File: config.mk
export PLATFORM = sky130hd
export DESIGN_NAME = irq_ctrl_flat
export DESIGN_NICKNAME = d
export VERILOG_FILES = /design/src/rtl/irq_ctrl_if.sv /design/src/rtl/irq_ctrl.sv /design/src/flat_wrapper.sv
export SDC_FILE = /design/constraint.sdc
export NUM_CORES = 1
export LEC_CHECK = 0
export ABC_CLOCK_PERIOD_IN_PS = 1500
export BUFFER_PORTS_ARGS = -buffer_cell sky130_fd_sc_hd__buf_2
export CAP_MARGIN = 20
export CORE_AREA = 2 2 47 49
export CTS_CLUSTER_DIAMETER = 80
export CTS_CLUSTER_SIZE = 30
export DETAILED_ROUTE_END_ITERATION = 8
export DIE_AREA = 0 0 49 51
export PLACE_DENSITY = 0.71
export SYNTH_ARGS = -nofsm -noshare
export SYNTH_HDL_FRONTEND = slang
export SYNTH_SLANG_ARGS = --single-unit
File: constraint.sdc
create_clock -name i_clk -period 1.5 [get_ports i_clk]
set_clock_uncertainty 0.1 [all_clocks]
set_input_delay 0 -clock i_clk [delete_from_list [all_inputs] [get_ports i_clk]]
set_output_delay 0 -clock i_clk [all_outputs]
set_load 0.03 [all_outputs]
File: src/rtl/irq_ctrl_if.sv
// Interrupt controller bus: timer interrupt lines, consumer handshake and status.
interface irq_ctrl_if #(
  parameter int unsigned N_SRC = 4,
  parameter int unsigned ID_W  = 2
);
  logic [N_SRC-1:0] i_irq;
  logic [N_SRC-1:0] i_mask;
  logic             i_irq_ack;
  logic             i_ovr_clr;
  logic             o_irq_req;
  logic [ID_W-1:0]  o_irq_id;
  logic [N_SRC-1:0] o_clear;
  logic [N_SRC-1:0] o_pending;
  logic [N_SRC-1:0] o_overrun;

  // Environment side: drives interrupts, mask and handshake.
  modport master (
    output i_irq, i_mask, i_irq_ack, i_ovr_clr,
    input  o_irq_req, o_irq_id, o_clear, o_pending, o_overrun
  );

  // Controller side.
  modport slave (
    input  i_irq, i_mask, i_irq_ack, i_ovr_clr,
    output o_irq_req, o_irq_id, o_clear, o_pending, o_overrun
  );
endinterface

File: src/rtl/irq_ctrl.sv
// Fixed-priority interrupt controller: captures timer interrupt edges into a
// pending register, requests the lowest enabled pending source, and pulses
// the timer's clear once the consumer acknowledges.
module irq_ctrl #(
  parameter int unsigned N_SRC = 4,
  parameter int unsigned ID_W  = 2
) (
  input  logic         i_clk,
  input  logic         i_rst_n,
  irq_ctrl_if.slave    bus
);

  // The source index must be able to address every source.
  if ((2 ** ID_W) < N_SRC) begin : g_id_check
    $error("irq_ctrl: ID_W too narrow for N_SRC");
  end

  typedef enum logic [1:0] {IDLE, REQ, CLR, HOLD} state_t;

  state_t           state;
  state_t           state_nxt;
  logic [N_SRC-1:0] prev;
  logic [N_SRC-1:0] pending;
  logic [N_SRC-1:0] overrun;
  logic [N_SRC-1:0] clear_q;
  logic             req_q;
  logic [ID_W-1:0]  id_q;

  logic [N_SRC-1:0] rise;
  logic [N_SRC-1:0] ready;
  logic [N_SRC-1:0] pending_nxt;
  logic [N_SRC-1:0] overrun_nxt;
  logic [N_SRC-1:0] clear_nxt;
  logic [ID_W-1:0]  lowest;
  logic [ID_W-1:0]  id_nxt;
  logic             req_nxt;

  // Edge detect, pending capture and overrun tracking; a new edge beats a clear.
  always_comb begin
    rise        = bus.i_irq & ~prev;
    ready       = pending & bus.i_mask;
    pending_nxt = (pending & ~clear_q) | rise;
    overrun_nxt = (bus.i_ovr_clr ? '0 : overrun) | (rise & pending & ~clear_q);
  end

  // Lowest-index enabled pending source wins.
  always_comb begin
    lowest = '0;
    for (int k = int'(N_SRC) - 1; k >= 0; k--) begin
      if (ready[k]) lowest = ID_W'(k);
    end
  end

  // Next state and next registered outputs.
  always_comb begin
    state_nxt = state;
    id_nxt    = id_q;
    req_nxt   = 1'b0;
    clear_nxt = '0;
    case (state)
      IDLE: begin
        if (|ready) begin
          id_nxt    = lowest;
          state_nxt = REQ;
        end
      end
      REQ:     if (bus.i_irq_ack) state_nxt = CLR;
      CLR:     state_nxt = HOLD;
      HOLD:    state_nxt = IDLE;
      default: state_nxt = IDLE;
    endcase
    req_nxt   = (state_nxt == REQ);
    clear_nxt = (state_nxt == CLR) ? (N_SRC'(1) << id_nxt) : '0;
  end

  // Interrupt capture registers.
  always_ff @(posedge i_clk or negedge i_rst_n) begin
    if (!i_rst_n) begin
      prev    <= '0;
      pending <= '0;
      overrun <= '0;
    end else begin
      prev    <= bus.i_irq;
      pending <= pending_nxt;
      overrun <= overrun_nxt;
    end
  end

  // FSM state and registered request/clear outputs.
  always_ff @(posedge i_clk or negedge i_rst_n) begin
    if (!i_rst_n) begin
      state   <= IDLE;
      id_q    <= '0;
      req_q   <= 1'b0;
      clear_q <= '0;
    end else begin
      state   <= state_nxt;
      id_q    <= id_nxt;
      req_q   <= req_nxt;
      clear_q <= clear_nxt;
    end
  end

  assign bus.o_irq_req = req_q;
  assign bus.o_irq_id  = id_q;
  assign bus.o_clear   = clear_q;
  assign bus.o_pending = pending;
  assign bus.o_overrun = overrun;

endmodule
File: src/flat_wrapper.sv
// flat-port wrapper written by rule: the top's interface ports become plain ports
module irq_ctrl_flat 
#(
  parameter int unsigned N_SRC = 4,
  parameter int unsigned ID_W  = 2
)
  (i_clk, i_rst_n, bus_i_irq, bus_i_mask, bus_i_irq_ack, bus_i_ovr_clr, bus_o_irq_req, bus_o_irq_id, bus_o_clear, bus_o_pending, bus_o_overrun);
  irq_ctrl_if #(.N_SRC(N_SRC), .ID_W(ID_W)) bus_i ();
  input  logic i_clk;
  input  logic i_rst_n;
  input wire logic [$bits(bus_i.i_irq)-1:0] bus_i_irq;
  input wire logic [$bits(bus_i.i_mask)-1:0] bus_i_mask;
  input wire logic [$bits(bus_i.i_irq_ack)-1:0] bus_i_irq_ack;
  input wire logic [$bits(bus_i.i_ovr_clr)-1:0] bus_i_ovr_clr;
  output wire logic [$bits(bus_i.o_irq_req)-1:0] bus_o_irq_req;
  output wire logic [$bits(bus_i.o_irq_id)-1:0] bus_o_irq_id;
  output wire logic [$bits(bus_i.o_clear)-1:0] bus_o_clear;
  output wire logic [$bits(bus_i.o_pending)-1:0] bus_o_pending;
  output wire logic [$bits(bus_i.o_overrun)-1:0] bus_o_overrun;
  assign bus_i.i_irq = bus_i_irq;
  assign bus_i.i_mask = bus_i_mask;
  assign bus_i.i_irq_ack = bus_i_irq_ack;
  assign bus_i.i_ovr_clr = bus_i_ovr_clr;
  assign bus_o_irq_req = bus_i.o_irq_req;
  assign bus_o_irq_id = bus_i.o_irq_id;
  assign bus_o_clear = bus_i.o_clear;
  assign bus_o_pending = bus_i.o_pending;
  assign bus_o_overrun = bus_i.o_overrun;
  irq_ctrl #(.N_SRC(N_SRC), .ID_W(ID_W)) u_core (.i_clk(i_clk), .i_rst_n(i_rst_n), .bus(bus_i));
endmodule
# ---- Word level (Yosys, flattened, before mapping)
# Index checks and enable logic that the tools add are counted.
dict set report classes {
  eq_ne 5
  n_shift 1
  muxes 11
  n_bitwise 9
  reduce_logical 2
}
# cell n
set op_table {}
lappend op_table {{$and A4 B4 Y4} 5}
lappend op_table {{$mux W2} 8}
lappend op_table {{$mux W4} 2}
lappend op_table {{$not A4 Y4} 2}
lappend op_table {{$or A4 B4 Y4} 2}
lappend op_table {{$pmux W2 S4} 1}
lappend op_table {{$eq A2 B2 Y1 const B} 3}
lappend op_table {{$eq A2 B1 Y1 const B} 2}
lappend op_table {{$reduce_or A4 Y1} 1}
lappend op_table {{$shl A1 B2 Y4 const A} 1}
lappend op_table {{$logic_not A2 Y1} 1}
dict set report word_totals {
  ff_bits 21
  input_bits 12
  out_inout_bits 15
  word_cells 35
}

# ---- Logic depth before layout (Yosys ltp)
# Gate-level depths: netlist (run 1).
dict set report logic_depth {
  depth_word 9
  mapped_depth 4
  mapped_depth_nobuf 4
}

# ---- Worst setup path before layout (run 1)
# Ideal clock, no wire load.
dict set report synth_timing {
  path_type {register -> register}
  from {register u_core.pending[2] (netlist: u_core.bus.o_pending[2])}
  to {register u_core.clear_q[1] (netlist: u_core.bus.o_clear[1])}
  setup_time_ns 0.121
  t_arrival_ns 1.438
  required_ns 1.279
  slack_ns -0.159
  stages_incl_launch_ff 5
  path_buffers 0
  period_less_slack_ns 1.659
  path_cell_list {dfrtp_1 > a22oi_1 > or3_4 > a32o_2 > nor2b_4}
}
dict set report synth_between {
  elab_chain_cells 8
  word_cells_on_any_way 12
  classes_between {1 x eq/ne; 1 x shift; 8 x mux; 1 x bitwise; 1 x reduce/logical}
}
# element line_no
set synth_lines {}
lappend synth_lines {{start: declaration} irq_ctrl.sv:23} ;# logic [N_SRC-1:0] pending;
lappend synth_lines {{start signal: assignment} irq_ctrl.sv:84} ;# pending <= pending_nxt;
lappend synth_lines {{$and A4 B4 Y4 *} irq_ctrl.sv:41} ;# ready = pending & bus.i_mask;
lappend synth_lines {{$mux W2 (3 in a row)} irq_ctrl.sv:50} ;# if (ready[k]) lowest = ID_W'(k);
lappend synth_lines {{$mux W2 *} irq_ctrl.sv:62} ;# if (|ready) begin
lappend synth_lines {{$mux W2 *} irq_ctrl.sv:60} ;# case (state)
lappend synth_lines {{net u_core.id_nxt[0]} irq_ctrl.sv:35} ;# logic [ID_W-1:0] id_nxt;
lappend synth_lines {{$shl A1 B2 Y4 *} irq_ctrl.sv:73} ;# clear_nxt = (state_nxt == CLR) ? (N_SRC'(1) << id_nxt) : '0;
lappend synth_lines {{$mux W4 *} irq_ctrl.sv:73}
lappend synth_lines {{net u_core.clear_nxt[1]} irq_ctrl.sv:33} ;# logic [N_SRC-1:0] clear_nxt;
lappend synth_lines {{end signal: assignment} irq_ctrl.sv:100} ;# clear_q <= clear_nxt;
lappend synth_lines {{end: declaration} irq_ctrl.sv:25} ;# logic [N_SRC-1:0] clear_q;
# The timed path passes the listed nets; every way through them passes the cells marked *.

# ---- Worst setup path in the final report (run 1)
dict set report layout_timing {
  from {register u_core.pending[3] (netlist: u_core.bus.o_pending[3])}
  to {register u_core.clear_q[1] (netlist: u_core.bus.o_clear[1])}
}
dict set report layout_between {
  elab_chain_cells 9
  word_cells_on_any_way 13
  classes_between {1 x eq/ne; 1 x shift; 9 x mux; 1 x bitwise; 1 x reduce/logical}
}
# element line_no
set layout_lines {}
lappend layout_lines {{$and A4 B4 Y4 *} irq_ctrl.sv:41}
lappend layout_lines {{$mux W2 (4 in a row)} irq_ctrl.sv:50}
lappend layout_lines {{$mux W2 *} irq_ctrl.sv:62}
lappend layout_lines {{$mux W2 *} irq_ctrl.sv:60}
lappend layout_lines {{net u_core.id_nxt[0]} irq_ctrl.sv:35}
lappend layout_lines {{$shl A1 B2 Y4 *} irq_ctrl.sv:73}
lappend layout_lines {{$mux W4 *} irq_ctrl.sv:73}
lappend layout_lines {{net u_core.clear_nxt[1]} irq_ctrl.sv:33}
# Marked as above.

==> metrics.md, run 1 <==
| Metric | Value |
|---|---|
| Status | `completed` |
| CTS Buffer Depth | `2` |
| WP buf/inv | `0` |
| Rows | `17` |
| DRT Pass-1 Iters | `2` |
| Post-Syn Area | `827 um2` |
| Fmax | `approximately 0.68 GHz` |
| Required time of the critical path | `1.60 ns` |
| Area contributors post-synth | `dfrtp_1 (64%), nand2b_1 (6.1%), nand2_1 (3.6%)` |
| Final HPWL DP | `about 1.3 mm` |
| N_diodes | `0` |
| Synth Area in XOR/XNOR | `0%` |
| Max-cap viol count | `0` |
| Core Area | `roughly 2100 um2` |
| Main combinational cell family by area after synthesis | `simple AND/OR/NAND/NOR gates` |
| Slowest cell on crit path | `dfrtp_2` |
| Number of synthesized flops with an enable pin | `0` |
| Syn avg cell area | `between 10 and 15 um2` |
| Depth of the CTS H-tree | `1` |
| Max_slew headroom | `around 70%` |
| Ys flop type | `dfrtp_1` |
| Final Hold Fails | `0` |
| Clock latency on the worst-skew pair | `~0.30 ns` |
| Fin Setup TNS | `0 ns` |
| Cells after Synth | `66` |
| Yosys top cell by area | `dfrtp_1` |
| IO Port Bufs | `26` |
| Area share of the largest cell type after synthesis | `between 60% and 70%` |
| Vias in the first global route | `~680` |
| Adder-cell share of the synthesized area | `0%` |
| Final Max Slew Viols | `0` |
| Via/cell ratio | `around 4.7` |
| Top Layer Used | `met4` |
| Syn_nets | `between 70 and 80` |
| Sequential fraction of the synthesis area | `between 60% and 70%` |
| Layout cells sized above 1 | `between 40% and 50%` |
| GRT Util Overall | `between 10% and 20%` |
| CTS buffer count | `3` |
| CP Cell Sequence | `a22oi_2 > or3_4 > a32o_2 > nor2b_4` |
| Routed len/inst | `between 10 and 15 um` |
| CTS Sinks | `21` |
| R2R Path Start | `u_core.bus.o_pending[3]$_DFF_PN0_` |
| CTS tree | `yes` |
| Peak VDD IR | `1.10 mV` |
| Largest net degree at the start of global routing | `22` |
| Starting density of the core | `around 40%` |
| Synth unique cells | `20` |
| Worst setup startpoint | `u_core.bus.o_pending[3]$_DFF_PN0_` |
| First-pass GRT wire length | `slightly below 3 mm` |
| Final setup margin | `about 0.030 ns` |
| Critical Path Max Stage Delay | `0.42 ns` |
| CP Launch Type | `flip-flop` |
| Simple-gate share of the synthesized area | `approximately 18%` |
| Layout Nets | `122` |
| Worst setup EP type | `flip-flop` |
| Setup violators final | `0` |
| Worst-path fanout max | `5` |
| Met2 WL | `a little under 900 um` |
| Root Driver | `clkbuf_4` |
| Final period utilization | `98.0%` |
| RSZ-0062 raised after global routing | `yes` |
| P&R area growth vs syn | `38.4%` |
| Post-synthesis compound-gate area fraction | `approximately an eighth` |
| Worst-path clk slew | `~0.12 ns` |
| Initial antenna violation count | `0` |
| Ys Warns | `0` |
| Die X | `between 40 and 50 um` |
| Met3 WL | `between 60 and 70 um` |
| Mux contribution to synthesized area | `1.21%` |
| CP Data Arrival Time | `around 1.6 ns` |
| Antenna-violating nets left | `0` |
| Die area | `roughly 2500 um2` |
| # fillers | `196` |
| Tightest Pin Transition | `0.450 ns` |
| DRT met1 WL | `between 700 and 800 um` |
| Commonest non-fill, non-tap cell in the layout | `buf_2` |
| Synth Register Bits | `21` |
| Leakage | `~0.57 nW` |
| Via count of the routed design | `640` |
| Setup CP Type | `flip-flop to flip-flop` |
| Crit path max-delay family | `simple AND/OR/NAND/NOR gates` |
| Residual DRC count | `0` |
| Most frequent cells in the layout | `buf_2 (26), dfrtp_1 (17), dlygate4sd3_1 (10)` |
| Placement Setup Slack | `~0.022 ns` |
| Iter 0 DRT Violations | `4` |
| Pwr dens | `1770 nW/um2` |
| Die height | `approximately 51 um` |
| Total Routed Length | `~1.7 mm` |
| Worst reg2reg setup slack | `slightly above 0.03 ns` |
| Fin crit period | `about 1.5 ns` |
| I/O Pins | `27` |
| GPL Wtd Cong | `between 0.7 and 0.8` |
| FFs w/ async S/R, synth | `between 90% and 100%` |
| Global-route congestion overflow total | `0` |
| Worst Hold Class | `primary input to async pin` |
## per-stage QoR
step                      area (um2)  instances  util, %  hold WS, ns  total power, mW
after floorplan                  837         66        -       -0.396             1.48
after global placement          1010        122     48.9       -0.126             1.71
after detailed placement        1010        122     48.9       -0.119             1.73
after CTS                       1140        137     55.5       0.0585             2.05
after global routing            1140        137     55.5       0.0556             2.17
final                           1140        137     55.5       0.0653             2.03
## synthesized netlist by cell type, types with 2 or more instances
master and number:
buf_6 2, o22ai_1 4, inv_1 5, nand2_1 8, nand2b_1 8, nor2b_4 2
nor2_1 2, dfrtp_1 21, a31oi_1 2, nand4b_1 2
## routing by layer
| layer | GRT usage, % | up-vias |
|---|---|---|
| met5 | 0 | - |
| met2 | 28.1 | 17 |
| li1 | - | 311 |
| met1 | 17.4 | 310 |
| met4 | 8.57 | 0 |
| met3 | 3.80 | 2 |
## worst reg2reg max path: stages, from the launching register on
cell,delay (ns)
dfrtp_2,0.42
a22oi_2,0.08
or3_4,0.34
a32o_2,0.30
nor2b_4,0.13
## cell families after synthesis
group                  count (synthesis)
buffers and inverters                  7
muxes                                  1
DFF                                   21
AOI/OAI and AO/OA                     13
and+or+nand+nor                       24
## report_power, final
part	leakage, nW	switching, mW	internal, mW
Combinational	0.301	0.543	0.377
Sequential	0.248	0.106	0.730
Clock	0.0177	0.172	0.0993
Total	0.567	0.821	1.21
## flip-flops by register name, indices dropped and copies added, names as in the netlist
register	cells
u_core.bus.o_clear	4
u_core.bus.o_overrun	4
u_core.bus.o_pending	4
u_core.prev	4
u_core.bus.o_irq_id	2
u_core.state	2
u_core.bus.o_irq_req	1
## area by class of cell
class / instances / area, um2 / share of cell area, %
well taps: 28 / 35.0 / 3.06
multi-input cells: 38 / 265 / 23.2
flip-flops and latches: 21 / 531 / 46.3
clock inverters: 1 / 5.00 / 0.437
repair buffers: 41 / 268 / 23.4
inverters: 5 / 18.8 / 1.64
clock buffers: 3 / 22.5 / 1.97
## what timing repair did
item                                    CTS  global route
endpoints found under the setup margin    1             2
pin swaps                                 0             0
gates cloned                              0             0
setup buffers                             1             0
hold buffers                             10             0
resized for setup                         0             0
endpoints found under the hold margin    40             0
## path summary, 6_finish.rpt
check / to / depth (start not counted)
worst max-delay path: u_core.bus.o_clear[1]$_DFF_PN0_ / 4
worst min-delay path: u_core.state[0]$_DFF_PN0_ / 2
worst max register to register: u_core.bus.o_clear[1]$_DFF_PN0_ / 4
worst min register to register: u_core.bus.o_pending[2]$_DFF_PN0_ / 2
max in group asynchronous: u_core.bus.o_pending[0]$_DFF_PN0_ / 2
min in group i_clk: u_core.bus.o_irq_id[0]$_DFF_PN0_ / 3
(Power assumes the default switching activity.)
==> inputs of run 2 (changes only) <==
Settings changed: RECOVER_POWER set to 50.
==> metrics.md, run 2 (same netlist as run 1, synthesis figures left out) <==
| Metric | Value |
|---|---|
| Status | `completed` |
| Worst setup endpoint | `u_core.bus.o_clear[1]$_DFF_PN0_` |
| Starting density of the core | `40.1% (unchanged)` |
| Largest net degree at the start of global routing | `22 (unchanged)` |
| Peak VDD IR | `1.10 mV (about the same)` |
| Iter 0 DRT Violations | `5 (+1)` |
| Setup CP Type | `flip-flop to flip-flop` |
| R2R Path Start | `u_core.bus.o_pending[3]$_DFF_PN0_` |
| First-pass GRT wire length | `2.90 mm (unchanged)` |
| Final Hold Fails | `0 (unchanged)` |
| Final setup margin | `0.0302 ns (-0.000000100 ns)` |
| CTS resizes | `0 (unchanged)` |
| Via count of the routed design | `641 (+0.16%)` |
| Die area | `2500 um2 (unchanged)` |
| Layout Nets | `122 (unchanged)` |
| Final Power | `2.03 mW (about the same)` |
| Worst-case reg-to-reg path depth | `4 (unchanged)` |
| Total Routed Length | `1.73 mm (-0.17%)` |
| GRT Util Overall | `15.8% (unchanged)` |
| Global-route congestion overflow total | `0 (unchanged)` |
| # fillers | `199 (+1.5%)` |
| Depth of the CTS H-tree | `1 (unchanged)` |
| Rows | `17 (unchanged)` |
| CTS Sinks | `21 (unchanged)` |
| Most frequent cells in the layout | `buf_2 (22), dfrtp_1 (17), dlygate4sd3_1 (10)` |
| Worst-path clk slew | `0.12 ns (about the same)` |
| RSZ-0062 raised after global routing | `yes` |
| Max-cap viol count | `0 (unchanged)` |
| Vias in the first global route | `681 (unchanged)` |
| Routed len/inst | `12.6 um (-0.17%)` |
| Commonest non-fill, non-tap cell in the layout | `buf_2` |
| Worst setup EP type | `flip-flop` |
| Die X | `49 um (unchanged)` |
| GPL Wtd Cong | `0.762 (unchanged)` |
| Leakage | `0.556 nW (-1.9%)` |
| Clock latency on the worst-skew pair | `0.30 ns (about the same)` |
| P&R area growth vs syn | `37.8%` |
| Fin crit period | `1.47 ns (+0.000000100 ns)` |
| DRT Pass-1 Iters | `2 (unchanged)` |
| Core Area | `2060 um2 (unchanged)` |
| Placement Setup Slack | `0.0218 ns (unchanged)` |
| Final Util | `55.2% (-0.24 points)` |
| Worst reg2reg setup slack | `0.03 ns (about the same)` |
| CP Data Arrival Time | `1.57 ns (about the same)` |
| RR Endpoint | `u_core.bus.o_clear[1]$_DFF_PN0_` |
| CTS buffer count | `3 (unchanged)` |
| Tightest Pin Transition | `1.08 ns (+0.631 ns)` |
| Residual DRC count | `0 (unchanged)` |
| Die height | `51 um (unchanged)` |
| Final Non-Filler Cells | `137 (unchanged)` |
| Root Driver | `clkbuf_4` |
| Pwr dens | `1780 nW/um2 (+0.37%)` |
| N_diodes | `0 (unchanged)` |
| Cells after DPL | `122 (unchanged)` |
| Antenna-violating nets left | `0 (unchanged)` |
| Final period utilization | `98.0% (about the same)` |
| Worst-path fanout max | `5 (unchanged)` |
| Final HPWL DP | `1.28 mm (unchanged)` |
| Fmax | `0.680 GHz (unchanged)` |
| CP Launch Type | `flip-flop` |
| Layout cells sized above 1 | `37.6% (-3.7 points)` |
| Worst Hold Class | `primary input to flip-flop` |
| I/O Pins | `27 (unchanged)` |
| Via/cell ratio | `4.68 (+0.16%)` |
| Worst setup startpoint | `u_core.bus.o_pending[3]$_DFF_PN0_` |
| Setup violators final | `0 (unchanged)` |
| Max_slew headroom | `27.9% (-42 points)` |
| IO Port Bufs | `26 (unchanged)` |
| Required time of the critical path | `1.60 ns (about the same)` |
| CTS tree | `yes` |
| CTS Buffer Depth | `2 (unchanged)` |
| Final Max Slew Viols | `0 (unchanged)` |
| Initial antenna violation count | `0 (unchanged)` |
[run 2: final cells by class]
cell class | count | area [um2] | share of cell area, %
Clock buffer | 3 | 22.5 | 1.98
Clock inverter | 1 | 5.00 | 0.439
Inverter | 5 | 18.8 | 1.65
Multi-Input combinational cell | 38 | 265 | 23.3
Sequential cell | 21 | 531 | 46.5
Tap cell | 28 | 35.0 | 3.07
Timing Repair Buffer | 41 | 263 | 23.1
[run 2: worst min-delay path by stage]
stage,start,endpoint,slack [ns],cells past startpoint
final,bus_i_mask[0],u_core.bus.o_irq_id[0]$_DFF_PN0_,0.07,3
after global routing,bus_i_mask[0],u_core.bus.o_irq_id[0]$_DFF_PN0_,0.06,3
after CTS,bus_i_mask[0],u_core.bus.o_irq_id[0]$_DFF_PN0_,0.06,3
after detailed placement,i_rst_n,u_core.bus.o_irq_id[1]$_DFF_PN0_,-0.12,1
after global placement,i_rst_n,u_core.state[0]$_DFF_PN0_,-0.13,1
after floorplan,i_rst_n,u_core.bus.o_clear[0]$_DFF_PN0_,-0.40,0
[run 2: per-stage QoR]
stage                     area (um2)  TNS, ns  hold slack [ns]
after floorplan                  837  -0.0554           -0.396
after global placement          1010        0           -0.126
after detailed placement        1010        0           -0.119
after CTS                       1140        0           0.0585
after global routing            1140  -0.0258           0.0556
final                           1140        0           0.0655
[run 2: worst max-delay path: stages (launching register included)]
cell and delay (ns):
dfrtp_2 0.42, a22oi_2 0.08, or3_4 0.34, a32o_2 0.30, nor2b_4 0.13
[run 2: report_power, final]
group	switching [mW]	internal [mW]
Clock	0.172	0.0993
Combinational	0.543	0.375
Sequential	0.106	0.729
Total	0.821	1.20
[run 2: what timing repair did]
item	in CTS	in global routing
endpoints found under the hold margin	40	0
endpoints found under the setup margin	1	2
buffers inserted	1	0
hold buffers	10	0
[run 2: routing by layer]
layer	vias up	GRT usage, %	wire length, um
li1	311	-	-
met1	311	17.4	756
met4	0	8.57	12
met5	-	0	0
met3	2	3.80	66
met2	17	28.1	895
==> inputs of run 3 (changes only) <==
Settings changed: CORE_AREA 2 2 47 49 to 5 5 50 52, DIE_AREA 0 0 49 51 to 0 0 55 57.
==> metrics.md, run 3 (same netlist as run 1, synthesis figures left out) <==
| Metric | Value |
|---|---|
| Residual DRC count | `0 (unchanged)` |
| RSZ-0062 raised after global routing | `yes` |
| Via count of the routed design | `633 (-1.2%)` |
| R2R Path Start | `u_core.bus.o_pending[2]$_DFF_PN0_` |
| Layout cells sized above 1 | `38.5% (+0.92 points)` |
| Commonest non-fill, non-tap cell in the layout | `buf_2` |
| Final period utilization | `98.2% (+0.23 points)` |
| Register area | `532 um2 (+0.24%)` |
| Max-cap viol count | `0 (unchanged)` |
| Final setup margin | `0.0268 ns (-0.00344 ns)` |
| Status | `completed` |
| Max_slew headroom | `69.7% (+42 points)` |
| Final Power | `2.03 mW (+0.11%)` |
| Final Max Slew Viols | `0 (unchanged)` |
| Fin crit period | `1.47 ns (+0.00344 ns)` |
| Die height | `57 um (+12%)` |
| Setup violators final | `0 (unchanged)` |
| Root Driver | `clkbuf_4` |
| Worst Hold Class | `primary input to async pin` |
| Antenna-violating nets left | `0 (unchanged)` |
| Fmax | `0.679 GHz (-0.23%)` |
| GPL Wtd Cong | `0.765 (+0.37%)` |
| RR Endpoint | `u_core.bus.o_clear[1]$_DFF_PN0_` |
| Final Non-Filler Cells | `137 (unchanged)` |
| CTS Buffer Depth | `2 (unchanged)` |
| Die area | `3140 um2 (+25%)` |
| IO Port Bufs | `26 (unchanged)` |
| Hold Worst Slack | `0.0744 ns (+0.00886 ns)` |
| Final Hold Fails | `0 (unchanged)` |
| GRT Util Overall | `13.0% (-2.8 points)` |
| Global-route congestion overflow total | `0 (unchanged)` |
| CP Data Arrival Time | `1.57 ns (about the same)` |
| CTS tree | `yes` |
| First-pass GRT wire length | `2.94 mm (+1.4%)` |
| Vias in the first global route | `666 (-2.2%)` |
| P&R area growth vs syn | `38.4%` |
| Depth of the CTS H-tree | `1 (unchanged)` |
| Layout Nets | `122 (unchanged)` |
| Die X | `55 um (+12%)` |
| Final Util | `55.5% (+0.24 points)` |
| Iter 0 DRT Violations | `10 (+5)` |
| CP Launch Type | `flip-flop` |
| Worst setup EP type | `flip-flop` |
| Setup CP Type | `flip-flop to flip-flop` |
| Peak VDD IR | `0.920 mV (-16%)` |
| CTS buffer count | `3 (unchanged)` |
| Placement Setup Slack | `0.0124 ns (-0.00943 ns)` |
| Clock latency on the worst-skew pair | `0.29 ns (about the same)` |
| DRT Pass-1 Iters | `4 (+2)` |
| Pwr dens | `1770 nW/um2 (-0.33%)` |
| Via/cell ratio | `4.62 (-1.2%)` |
| Starting density of the core | `40.1% (unchanged)` |
| Required time of the critical path | `1.59 ns (about the same)` |
| Most frequent cells in the layout | `buf_2 (22), dfrtp_1 (16), dlygate4sd3_1 (10)` |
| I/O Pins | `27 (unchanged)` |
| Routed len/inst | `13.4 um (+6.0%)` |
| Area of the multi-input gates | `270 um2 (+1.9%)` |
| Largest net degree at the start of global routing | `22 (unchanged)` |
| # fillers | `190 (-4.5%)` |
| Worst reg2reg setup slack | `0.03 ns (about the same)` |
| Worst-path fanout max | `5 (unchanged)` |
| Total Routed Length | `1.84 mm (+6.0%)` |
| Worst-case reg-to-reg path depth | `4 (unchanged)` |
| Core Area | `2060 um2 (unchanged)` |
| Final HPWL DP | `1.34 mm (+4.4%)` |
| Rows | `17 (unchanged)` |
| CTS Sinks | `21 (unchanged)` |
| Worst-path clk slew | `0.11 ns (about the same)` |
| Leakage | `0.553 nW (-0.55%)` |
| Initial antenna violation count | `0 (unchanged)` |
| Cells after DPL | `122 (unchanged)` |
| Tightest Pin Transition | `0.455 ns (-0.627 ns)` |
| N_diodes | `0 (unchanged)` |
## run 3: area by class of cell
cell class,instances,area share (%)
sequential,21,46.4
multi-input combinational,38,23.6
timing repair buffer,41,23.0
tap,28,3.06
clock buffer,4,2.30
inverter,5,1.64
## run 3: report_power, final
part | switching (mW) | internal, mW
logic | 0.546 | 0.372
clock network | 0.162 | 0.103
registers | 0.112 | 0.732
total | 0.820 | 1.21
## run 3: worst max-delay path by stage
stage                                 startpoint                               to  slack (ns)  cells after the start
2_1_floorplan  u_core.bus.o_pending[2]$_DFF_PN0_  u_core.bus.o_clear[1]$_DFF_PN0_       -0.03                      4
3_3_place_gp           u_core.state[1]$_DFF_PN0_  u_core.bus.o_clear[3]$_DFF_PN0_        0.06                      3
3_5_place_dp           u_core.state[1]$_DFF_PN0_  u_core.bus.o_clear[3]$_DFF_PN0_        0.01                      3
4_1_cts                u_core.state[1]$_DFF_PN0_  u_core.bus.o_clear[1]$_DFF_PN0_       0.001                      3
5_1_grt        u_core.bus.o_pending[2]$_DFF_PN0_  u_core.bus.o_clear[0]$_DFF_PN0_     -0.0006                      4
6_report       u_core.bus.o_pending[2]$_DFF_PN0_  u_core.bus.o_clear[1]$_DFF_PN0_        0.03                      4
## run 3: what timing repair did
action,4_1_cts,5_1_grt
buffers inserted,0,1
endpoints found under the hold margin,39,0
gates resized for setup,0,2
setup endpoints to repair,0,3
hold buffers,10,0
## run 3: metal layers
layer | vias to the layer above | global-route usage [%] | routed length [um]
met2 | 21 | 20.3 | 934
li1 | 314 | - | -
met5 | - | 0 | 0
met4 | 0 | 4.17 | 18
met1 | 296 | 17.3 | 763
met3 | 2 | 3.39 | 118
## run 3: per-stage QoR
step / cell area, um2 / TNS [ns]
finish: 1140 / 0
CTS: 1140 / 0
global placement: 1010 / 0
detailed placement: 1010 / 0
global route: 1140 / -0.000790
floorplan: 837 / -0.0554
## run 3: critical path, stage by stage (launching register included)
cell and delay, ns:
dfrtp_2 0.40, a22oi_2 0.10, or3_4 0.33, a32o_2 0.31, nor2b_4 0.13
